<file path="config.mk">
export PLATFORM = sky130hd
export DESIGN_NAME = icache_refill_ctrl_flat
export DESIGN_NICKNAME = d
export VERILOG_FILES = /design/src/rtl/icache_refill_if.sv /design/src/rtl/icache_refill_ctrl.sv /design/src/flat_wrapper.sv
export SDC_FILE = /design/constraint.sdc
export NUM_CORES = 1
export LEC_CHECK = 0
export CORE_AREA = 2 2 109 190
export DETAILED_ROUTE_END_ITERATION = 6
export DIE_AREA = 0 0 111 192
export GPL_ROUTABILITY_DRIVEN = 0
export PLACE_DENSITY = 0.75
export SKIP_CTS_REPAIR_TIMING = 1
export SYNTH_ARGS = -nofsm -noshare
export SYNTH_HDL_FRONTEND = slang
export SYNTH_SLANG_ARGS = --single-unit
</file>
<file path="constraint.sdc">
create_clock -name i_clk -period 1.97 [get_ports i_clk]
set_input_delay 0.394 -clock i_clk [delete_from_list [all_inputs] [get_ports i_clk]]
set_output_delay 0.394 -clock i_clk [all_outputs]
set_load 0.005 [all_outputs]
</file>
<file path="src/rtl/icache_refill_if.sv">
// Bundle of signals between the refill controller and the IF stage, cache SRAM and memory bus.
// The slave modport is the controller's view; the master modport is the environment's view.
interface icache_refill_if #(
  parameter int BLOCK_ADDR_BITS = 28,
  parameter int BLOCK_BITS      = 128,
  parameter int BUS_BITS        = 32
);
  localparam int OFS = $clog2(BLOCK_BITS / 8);

  logic                           fetch_ren;
  logic [BLOCK_ADDR_BITS-1:0]     fetch_baddr;
  logic                           cache_hit;
  logic                           cache_ren;
  logic                           cache_wen;
  logic [BLOCK_ADDR_BITS-1:0]     cache_baddr;
  logic [BLOCK_BITS-1:0]          cache_wdata;
  logic                           stall;
  logic                           mem_req;
  logic [BLOCK_ADDR_BITS+OFS-1:0] mem_addr;
  logic                           mem_gnt;
  logic                           mem_rvalid;
  logic [BUS_BITS-1:0]            mem_rdata;
  logic [31:0]                    miss_cnt;

  modport slave (
    input  fetch_ren, fetch_baddr, cache_hit, mem_gnt, mem_rvalid, mem_rdata,
    output cache_ren, cache_wen, cache_baddr, cache_wdata, stall, mem_req, mem_addr, miss_cnt
  );

  modport master (
    output fetch_ren, fetch_baddr, cache_hit, mem_gnt, mem_rvalid, mem_rdata,
    input  cache_ren, cache_wen, cache_baddr, cache_wdata, stall, mem_req, mem_addr, miss_cnt
  );
endinterface

</file>
<file path="src/rtl/icache_refill_ctrl.sv">
// I-cache miss/refill engine: detects a fetch miss, reads the block from memory beat by beat,
// and writes the assembled block into the cache SRAM with a single write pulse.
module icache_refill_ctrl #(
  parameter int BLOCK_ADDR_BITS = 28,
  parameter int BLOCK_BITS      = 128,
  parameter int BUS_BITS        = 32
) (
  input  logic          i_clk,
  input  logic          i_rst_n,
  icache_refill_if.slave bus
);
  localparam int BEATS = BLOCK_BITS / BUS_BITS;
  localparam int OFS   = $clog2(BLOCK_BITS / 8);
  localparam int CNT_W = (BEATS > 1) ? $clog2(BEATS) : 1;

  typedef enum logic [1:0] {S_IDLE, S_REQ, S_FILL, S_WRITE} state_t;

  state_t                     r_state;
  state_t                     w_state_next;
  logic [BLOCK_ADDR_BITS-1:0] r_miss_addr;
  logic [CNT_W-1:0]           r_beat_cnt;
  logic [BLOCK_BITS-1:0]      r_buf;
  logic [31:0]                r_miss_cnt;
  logic                       w_miss;
  logic                       w_last_beat;

  assign w_miss      = bus.fetch_ren && !bus.cache_hit;
  assign w_last_beat = (r_beat_cnt == CNT_W'(BEATS - 1));

  always_ff @(posedge i_clk or negedge i_rst_n) begin
    if (!i_rst_n) r_state <= S_IDLE;
    else          r_state <= w_state_next;
  end

  always_comb begin
    w_state_next = r_state;
    case (r_state)
      S_IDLE:  if (w_miss)                         w_state_next = S_REQ;
      S_REQ:   if (bus.mem_gnt)                    w_state_next = S_FILL;
      S_FILL:  if (bus.mem_rvalid && w_last_beat)  w_state_next = S_WRITE;
      S_WRITE:                                     w_state_next = S_IDLE;
      default:                                     w_state_next = S_IDLE;
    endcase
  end

  // Read enable is only ever driven in IDLE, so it can never collide with the write pulse.
  always_comb begin
    bus.cache_ren   = 1'b0;
    bus.cache_wen   = 1'b0;
    bus.cache_baddr = r_miss_addr;
    bus.mem_req     = 1'b0;
    case (r_state)
      S_IDLE: begin
        bus.cache_ren   = bus.fetch_ren;
        bus.cache_baddr = bus.fetch_baddr;
      end
      S_REQ:   bus.mem_req   = 1'b1;
      S_WRITE: bus.cache_wen = 1'b1;
      default: ;
    endcase
    bus.stall = (r_state != S_IDLE) || w_miss;
  end

  always_ff @(posedge i_clk or negedge i_rst_n) begin
    if (!i_rst_n) begin
      r_miss_addr <= '0;
      r_beat_cnt  <= '0;
      r_buf       <= '0;
      r_miss_cnt  <= '0;
    end else begin
      case (r_state)
        S_IDLE: if (w_miss) r_miss_addr <= bus.fetch_baddr;
        S_REQ:  if (bus.mem_gnt) r_beat_cnt <= '0;
        S_FILL: begin
          if (bus.mem_rvalid) begin
            r_buf[r_beat_cnt*BUS_BITS +: BUS_BITS] <= bus.mem_rdata;
            r_beat_cnt <= w_last_beat ? '0 : r_beat_cnt + 1'b1;
          end
        end
        S_WRITE: if (r_miss_cnt != 32'hFFFF_FFFF) r_miss_cnt <= r_miss_cnt + 32'd1;
        default: ;
      endcase
    end
  end

  assign bus.mem_addr    = {r_miss_addr, {OFS{1'b0}}};
  assign bus.cache_wdata = r_buf;
  assign bus.miss_cnt    = r_miss_cnt;
endmodule

</file>
<file path="src/flat_wrapper.sv">
// flat-port wrapper written by rule: the top's interface ports become plain ports
module icache_refill_ctrl_flat 
#(
  parameter int BLOCK_ADDR_BITS = 28,
  parameter int BLOCK_BITS      = 128,
  parameter int BUS_BITS        = 32
)
  (i_clk, i_rst_n, bus_fetch_ren, bus_fetch_baddr, bus_cache_hit, bus_mem_gnt, bus_mem_rvalid, bus_mem_rdata, bus_cache_ren, bus_cache_wen, bus_cache_baddr, bus_cache_wdata, bus_stall, bus_mem_req, bus_mem_addr, bus_miss_cnt);
  icache_refill_if #(.BLOCK_ADDR_BITS(BLOCK_ADDR_BITS), .BLOCK_BITS(BLOCK_BITS), .BUS_BITS(BUS_BITS)) bus_i ();
  input  logic i_clk;
  input  logic i_rst_n;
  input wire logic [$bits(bus_i.fetch_ren)-1:0] bus_fetch_ren;
  input wire logic [$bits(bus_i.fetch_baddr)-1:0] bus_fetch_baddr;
  input wire logic [$bits(bus_i.cache_hit)-1:0] bus_cache_hit;
  input wire logic [$bits(bus_i.mem_gnt)-1:0] bus_mem_gnt;
  input wire logic [$bits(bus_i.mem_rvalid)-1:0] bus_mem_rvalid;
  input wire logic [$bits(bus_i.mem_rdata)-1:0] bus_mem_rdata;
  output wire logic [$bits(bus_i.cache_ren)-1:0] bus_cache_ren;
  output wire logic [$bits(bus_i.cache_wen)-1:0] bus_cache_wen;
  output wire logic [$bits(bus_i.cache_baddr)-1:0] bus_cache_baddr;
  output wire logic [$bits(bus_i.cache_wdata)-1:0] bus_cache_wdata;
  output wire logic [$bits(bus_i.stall)-1:0] bus_stall;
  output wire logic [$bits(bus_i.mem_req)-1:0] bus_mem_req;
  output wire logic [$bits(bus_i.mem_addr)-1:0] bus_mem_addr;
  output wire logic [$bits(bus_i.miss_cnt)-1:0] bus_miss_cnt;
  assign bus_i.fetch_ren = bus_fetch_ren;
  assign bus_i.fetch_baddr = bus_fetch_baddr;
  assign bus_i.cache_hit = bus_cache_hit;
  assign bus_i.mem_gnt = bus_mem_gnt;
  assign bus_i.mem_rvalid = bus_mem_rvalid;
  assign bus_i.mem_rdata = bus_mem_rdata;
  assign bus_cache_ren = bus_i.cache_ren;
  assign bus_cache_wen = bus_i.cache_wen;
  assign bus_cache_baddr = bus_i.cache_baddr;
  assign bus_cache_wdata = bus_i.cache_wdata;
  assign bus_stall = bus_i.stall;
  assign bus_mem_req = bus_i.mem_req;
  assign bus_mem_addr = bus_i.mem_addr;
  assign bus_miss_cnt = bus_i.miss_cnt;
  icache_refill_ctrl #(.BLOCK_ADDR_BITS(BLOCK_ADDR_BITS), .BLOCK_BITS(BLOCK_BITS), .BUS_BITS(BUS_BITS)) u_core (.i_clk(i_clk), .i_rst_n(i_rst_n), .bus(bus_i));
endmodule
</file>
==> results of run 1 <==
## power breakdown
group | switching [W] | internal [W] | total, W
clock | 0.00158 | 0.00189 | 0.00347
combinational | 0.00201 | 0.00345 | 0.00545
sequential | 0.000528 | 0.00463 | 0.00516
## layout make-up
class | instances | area share [%]
sequential | 192 | 39.3
clock buffer | 18 | 3.51
timing repair buffer | 368 | 29.1
multi-input combinational | 337 | 24.0
clock inverter | 14 | 1.28
tap | 245 | 2.51
inverter | 9 | 0.277
## cells in the mapped netlist
cell      count  share of area (%)
dfrtp_1     192                 62
a22o_1      130                 15
mux2_2       56                8.1
clkbuf_1     24                1.2
nand2_1      21                1.0
xor2_1       17                1.9
nand3_1      16                1.0
nor2_1       16               0.77
xnor2_1      14                1.6
nand4_1      12               0.97
nor3_1       12               0.77
ha_1         10                1.6
inv_1         9               0.44
o21ai_0       7               0.45
buf_2         6               0.39
buf_4         4               0.39
buf_1         3               0.15
nand2b_1      3               0.24
nor4_1        3               0.24
and3_1        2               0.16
nor4_2        2               0.32
o31a_1        2               0.23
and2_1        1              0.081
and4_1        1               0.11
conb_1        1              0.048
nor2b_1       1              0.081
nor3b_1       1              0.097
nor4b_1       1               0.11
o211ai_1      1              0.097
o211ai_4      1               0.27
o31ai_4       1               0.27
or2_2         1              0.081
or4_1         1              0.097
## metrics by stage
stage | setup WS (ns) | instances | utilization, % | cell area, µm²
final | -0.313 | 1183 | 62.1 | 12200
after global routing | -0.365 | 1183 | 62.1 | 12200
after CTS | -0.600 | 1161 | 60.7 | 11900
after detailed placement | -0.112 | 1129 | 57.7 | 11300
after global placement | -0.0777 | 1129 | 57.7 | 11300
after floorplan | -0.0200 | 575 | - | 7770
## registers in the layout, summed over array words and instances, names as in the netlist
signal / flops
u_core.bus.cache_wdata: 128
u_core.bus.miss_cnt: 32
u_core.r_beat_cnt: 2
u_core.r_miss_addr: 28
u_core.r_state: 2
## critical path, stage by stage, from the launching register on
cell and delay, ns:
dfrtp_1 0.40, inv_2 0.09, ha_4 0.20, clkbuf_16 0.15, buf_8 0.11, buf_6 0.10, mux2_4 0.29, buf_6 0.11
## layer usage
layer | vias up | part of all wire, % | global-route usage (%)
met1 | 3193 | 37 | 24.5
met3 | 48 | 5.2 | 5.30
met5 | - | 0 | 0
met2 | 265 | 55 | 40.2
li1 | 2828 | - | -
met4 | 0 | 3.1 | 10.4
## logic make-up (layout without fill, tap and decap cells)
| group | after synthesis | count (layout) | synth area share [%] |
|---|---|---|---|
| other cells | 1 | 4 | 0.0484 |
| flops | 192 | 192 | 62.0 |
| simple gates | 94 | 94 | 6.20 |
| xor+xnor | 31 | 31 | 3.50 |
| compound gates | 142 | 142 | 16.0 |
| buf+inv | 46 | 409 | 2.52 |
| fa+ha+maj | 10 | 10 | 1.61 |
| mux | 56 | 56 | 8.13 |
## worst max-delay path by stage
stage               cells after the start  slack (ns)                  end               from
floorplan                               5       -0.02  bus_cache_baddr[18]  u_core.r_state[0]
global placement                        4       -0.08            bus_stall      bus_fetch_ren
detailed placement                      5       -0.11  bus_cache_baddr[15]  u_core.r_state[0]
CTS                                     5       -0.60  bus_cache_baddr[15]  u_core.r_state[0]
global route                            7       -0.36  bus_cache_baddr[16]  u_core.r_state[1]
finish                                  7       -0.31   bus_cache_baddr[7]  u_core.r_state[1]
==> results_dict.tcl, run 1 <==
set metrics [dict create \
    relSlewSlack_pct 66.1 \
    via_per_inst 5.35 \
    crit_arrival_ns 1.89 \
    grt_setup_unrepaired "yes" \
    root_buffer "clkbuf_16" \
    core_region_area_um2 19700 \
    track_usage_pct 22.2 \
    violations "negative setup slack" \
    multiInputGateArea_um2 2930 \
    synth_cells 572 \
    ant_nets 0 \
    ys_seq_area_share_pct 62.0 \
    critPathKind "register to primary output" \
    drtIter0Drc 319 \
    powerDensity_nw_per_um2 1150 \
    finalNetCount 1001 \
    end_kind "primary output" \
    die-area_um2 21300 \
    final-setup-viol-count 28 \
    final_common_cell "clkdlybuf4s50_1" \
    overflow 0 \
    num_vias 6334 \
    rrSetupSlack_ns 0.09 \
    layout_common_cells "252 x clkdlybuf4s50_1, 192 x dfrtp_1, 130 x a22o_1, 60 x buf_4, 36 x mux2_2" \
    fp.dieW_um 111 \
    totalWireLength_mm 25.0 \
    htree_num_levels 4 \
    wl_per_cell_um 21.1 \
    ys_ff_latch 192 \
    max_cap_viol_count 0 \
    dpl.hpwl_mm 17.0 \
    status "finished with violations" \
    antennaDiodeCount 0 \
    grt_antenna_before_repair 0 \
    firstDrtPassIters 7 \
    ios 290 \
    post-route-drc-count 0 \
    area_delta_synth_final_pct 57.5 \
    fmax_mhz 438 \
    fin_skew_ns 0.0102 \
    cp.required_ns 1.58 \
    hp-class "input pin to async pin" \
    hold_slack_ns 0.506 \
    r2r_cells 6 \
    hold_violations 0 \
    register_area_um2 4800 \
    p_leak_nw 5.58 \
    synth.yosys.warnings 0 \
    cp-start-kind "register" \
    period_minus_slack_ns 2.28 \
    rows 68 \
    drv_slew 0 \
    tns_ns -6.54 \
    cts_max_path_buffers 2 \
    timing.final.crit_share_pct 116 \
    grt_pass1_wl_mm 36.3 \
    synthesis.area_um2 7750 \
    postSynthAreaPerCell_um2 13.6 \
    n_fill_cell 1541 \
    initial_utilization_pct 39.4 \
    r2r_start "u_core.r_state[0]" \
    power_w 0.0141 \
    cts.reportedPaths.clkPinSlew_ns 0.07 \
    io_buffers 285 \
    clock-sinks 192 \
    cts_tree "built" \
    vdd_ir_drop_max_v 0.000986 \
    grt_max_degree 58 \
    grt_pass1_vias 6333 \
    timing.final.ws_setup_ns -0.313 \
    yosysUniqueCellTypes 33 \
    drive_above_1_share_pct 23.3 \
    r2r-end "u_core.bus.cache_wdata[14]" \
    die_h_um 192 \
    clkLatencyLatePin_ns 0.44 \
    tightestPinTransition_ns 0.508 \
    cts_buffers 17 \
    cp_max_fo 4 \
]
(Power assumes the default switching activity.)
==> run 2: changes to the inputs <==
--- a/config.mk
+++ b/config.mk
@@ -5,11 +5,11 @@
 export SDC_FILE = /design/constraint.sdc
 export NUM_CORES = 1
 export LEC_CHECK = 0
-export CORE_AREA = 2 2 109 190
+export CORE_AREA = 2 2 130 145
 export DETAILED_ROUTE_END_ITERATION = 6
-export DIE_AREA = 0 0 111 192
+export DIE_AREA = 0 0 132 147
 export GPL_ROUTABILITY_DRIVEN = 0
-export PLACE_DENSITY = 0.75
+export PLACE_DENSITY = 0.79
 export SKIP_CTS_REPAIR_TIMING = 1
 export SYNTH_ARGS = -nofsm -noshare
 export SYNTH_HDL_FRONTEND = slang
==> constraint.sdc (replaced) <==
create_clock -name i_clk -period 2.37 [get_ports i_clk]
set_input_delay 0.474 -clock i_clk [delete_from_list [all_inputs] [get_ports i_clk]]
set_output_delay 0.474 -clock i_clk [all_outputs]
set_load 0.005 [all_outputs]
==> results_dict.tcl, run 2 (synthesized netlist as in run 1, its figures left out) <==
set metrics [dict create \
    root_buffer "clkbuf_16" \
    initial_utilization_pct 43.0 \
    hp-class "input pin to async pin" \
    antennaDiodeCount 0 \
    grt_pass1_wl_mm 35.5 \
    post-place-cells 1088 \
    period_minus_slack_ns 2.57 \
    rrSetupSlack_ns 0.24 \
    drv_slew 0 \
    p_leak_nw 5.44 \
    slowest_delay_ns 0.45 \
    die-area_um2 19400 \
    tightestPinTransition_ns 0.507 \
    critical_path_depth 5 \
    via_per_inst 5.42 \
    finalNonFillerCells 1125 \
    layout_common_cells "255 x clkdlybuf4s50_1, 192 x dfrtp_1, 130 x a22o_1, 56 x mux2_2, 29 x dlymetal6s2s_1" \
    fp.dieW_um 132 \
    timing.final.ws_setup_ns -0.204 \
    n_fill_cell 1352 \
    timing.final.crit_share_pct 109 \
    dpl-instance-area_um2 11000 \
    clkLatencyLatePin_ns 0.43 \
    crit_arrival_ns 2.10 \
    io_buffers 285 \
    totalWireLength_mm 22.5 \
    critPathLaunch "u_core.r_state[0]" \
    critPathKind "register to primary output" \
    cp_slowest_cell "clkdlybuf4s50_1" \
    cts.reportedPaths.clkPinSlew_ns 0.08 \
    hold_violations 0 \
    worstPathCellList "inv_2 > ha_4 > buf_12 > mux2_2 > clkdlybuf4s50_1" \
    cts_tree "built" \
    end_kind "primary output" \
    cp-start-kind "register" \
    finalNetCount 945 \
    finalInstanceArea_um2 11800 \
    cp.required_ns 1.90 \
    firstDrtPassIters 4 \
    area_delta_synth_final_pct 52.3 \
    fmax_mhz 389 \
    overflow 0 \
    cp_max_fo 16 \
    dpl.hpwl_mm 15.8 \
    clock-sinks 192 \
    violations "negative setup slack" \
    ant_nets 0 \
    track_usage_pct 23.2 \
    r2r-end "u_core.bus.miss_cnt[12]" \
    num_vias 6100 \
    ios 290 \
    wl_per_cell_um 20.0 \
    die_h_um 147 \
    core_region_area_um2 18000 \
    power_w 0.0112 \
    grt_antenna_before_repair 0 \
    drtIter0Drc 300 \
    cts_max_path_buffers 2 \
    post-route-drc-count 0 \
    max_cap_viol_count 0 \
    path_buf_inv 3 \
    relSlewSlack_pct 66.2 \
    status "finished with violations" \
    fin_skew_ns 0.0151 \
    htree_num_levels 4 \
    crit_family "buffers and inverters" \
    r2r_cells 5 \
    grt_setup_unrepaired "yes" \
    drive_above_1_share_pct 14.4 \
    final-setup-viol-count 2 \
    grt_pass1_vias 6257 \
    grt_max_degree 75 \
    largest_reg_flops 128 \
    cts_buffers 17 \
    rows 52 \
    r2r_start "u_core.bus.miss_cnt[16]" \
    powerDensity_nw_per_um2 946 \
    final_common_cell "clkdlybuf4s50_1" \
    vdd_ir_drop_max_v 0.000721 \
    endpoint "bus_cache_baddr[7]" \
]
-- run 2: how the worst min path moves through the flow --
stage                  from                          to  slack, ns  cells after the start
finish              i_rst_n  u_core.bus.cache_wdata[38]       0.47                      2
global route        i_rst_n  u_core.bus.cache_wdata[38]       0.47                      2
CTS                 i_rst_n  u_core.bus.cache_wdata[38]      -0.12                      1
detailed placement  i_rst_n  u_core.bus.cache_wdata[75]       0.35                      1
global placement    i_rst_n  u_core.bus.cache_wdata[75]       0.35                      1
floorplan           i_rst_n   u_core.bus.cache_wdata[0]       0.18                      0
-- run 2: power breakdown --
part	switching, W	leakage, nW	total [W]	internal [W]
combinational	0.00143	2.55	0.00395	0.00252
sequential	0.000447	2.59	0.00429	0.00385
clock	0.00147	0.303	0.00293	0.00146
-- run 2: layout make-up --
cell class	instances	area (µm²)	share of cell area, %
Multi-Input combinational cell	337	2810	23.8
Inverter	9	33.8	0.286
Timing Repair Buffer	312	3230	27.3
Tap cell	243	304	2.57
Clock buffer	17	425	3.60
Clock inverter	15	209	1.77
Sequential cell	192	4800	40.7
-- run 2: layer usage --
metal	vias to the layer above	track usage (%)	wire, µm
met1	3063	29.7	9140
met4	0	8.59	686
met3	40	6.90	1770
li1	2703	-	-
met2	294	37.6	10900
met5	-	0	0
-- run 2: stage by stage --
stage          util (%)  TNS [ns]  hold WS, ns  worst slack, ns
4_1_cts            64.7     -8.80       -0.119           -0.329
3_5_place_dp       61.2         0        0.349           0.0532
2_1_floorplan         -         0        0.178            0.182
5_1_grt            65.5    -0.431        0.472           -0.285
3_3_place_gp       61.2         0        0.348           0.0869
6_report           65.5    -0.266        0.469           -0.204
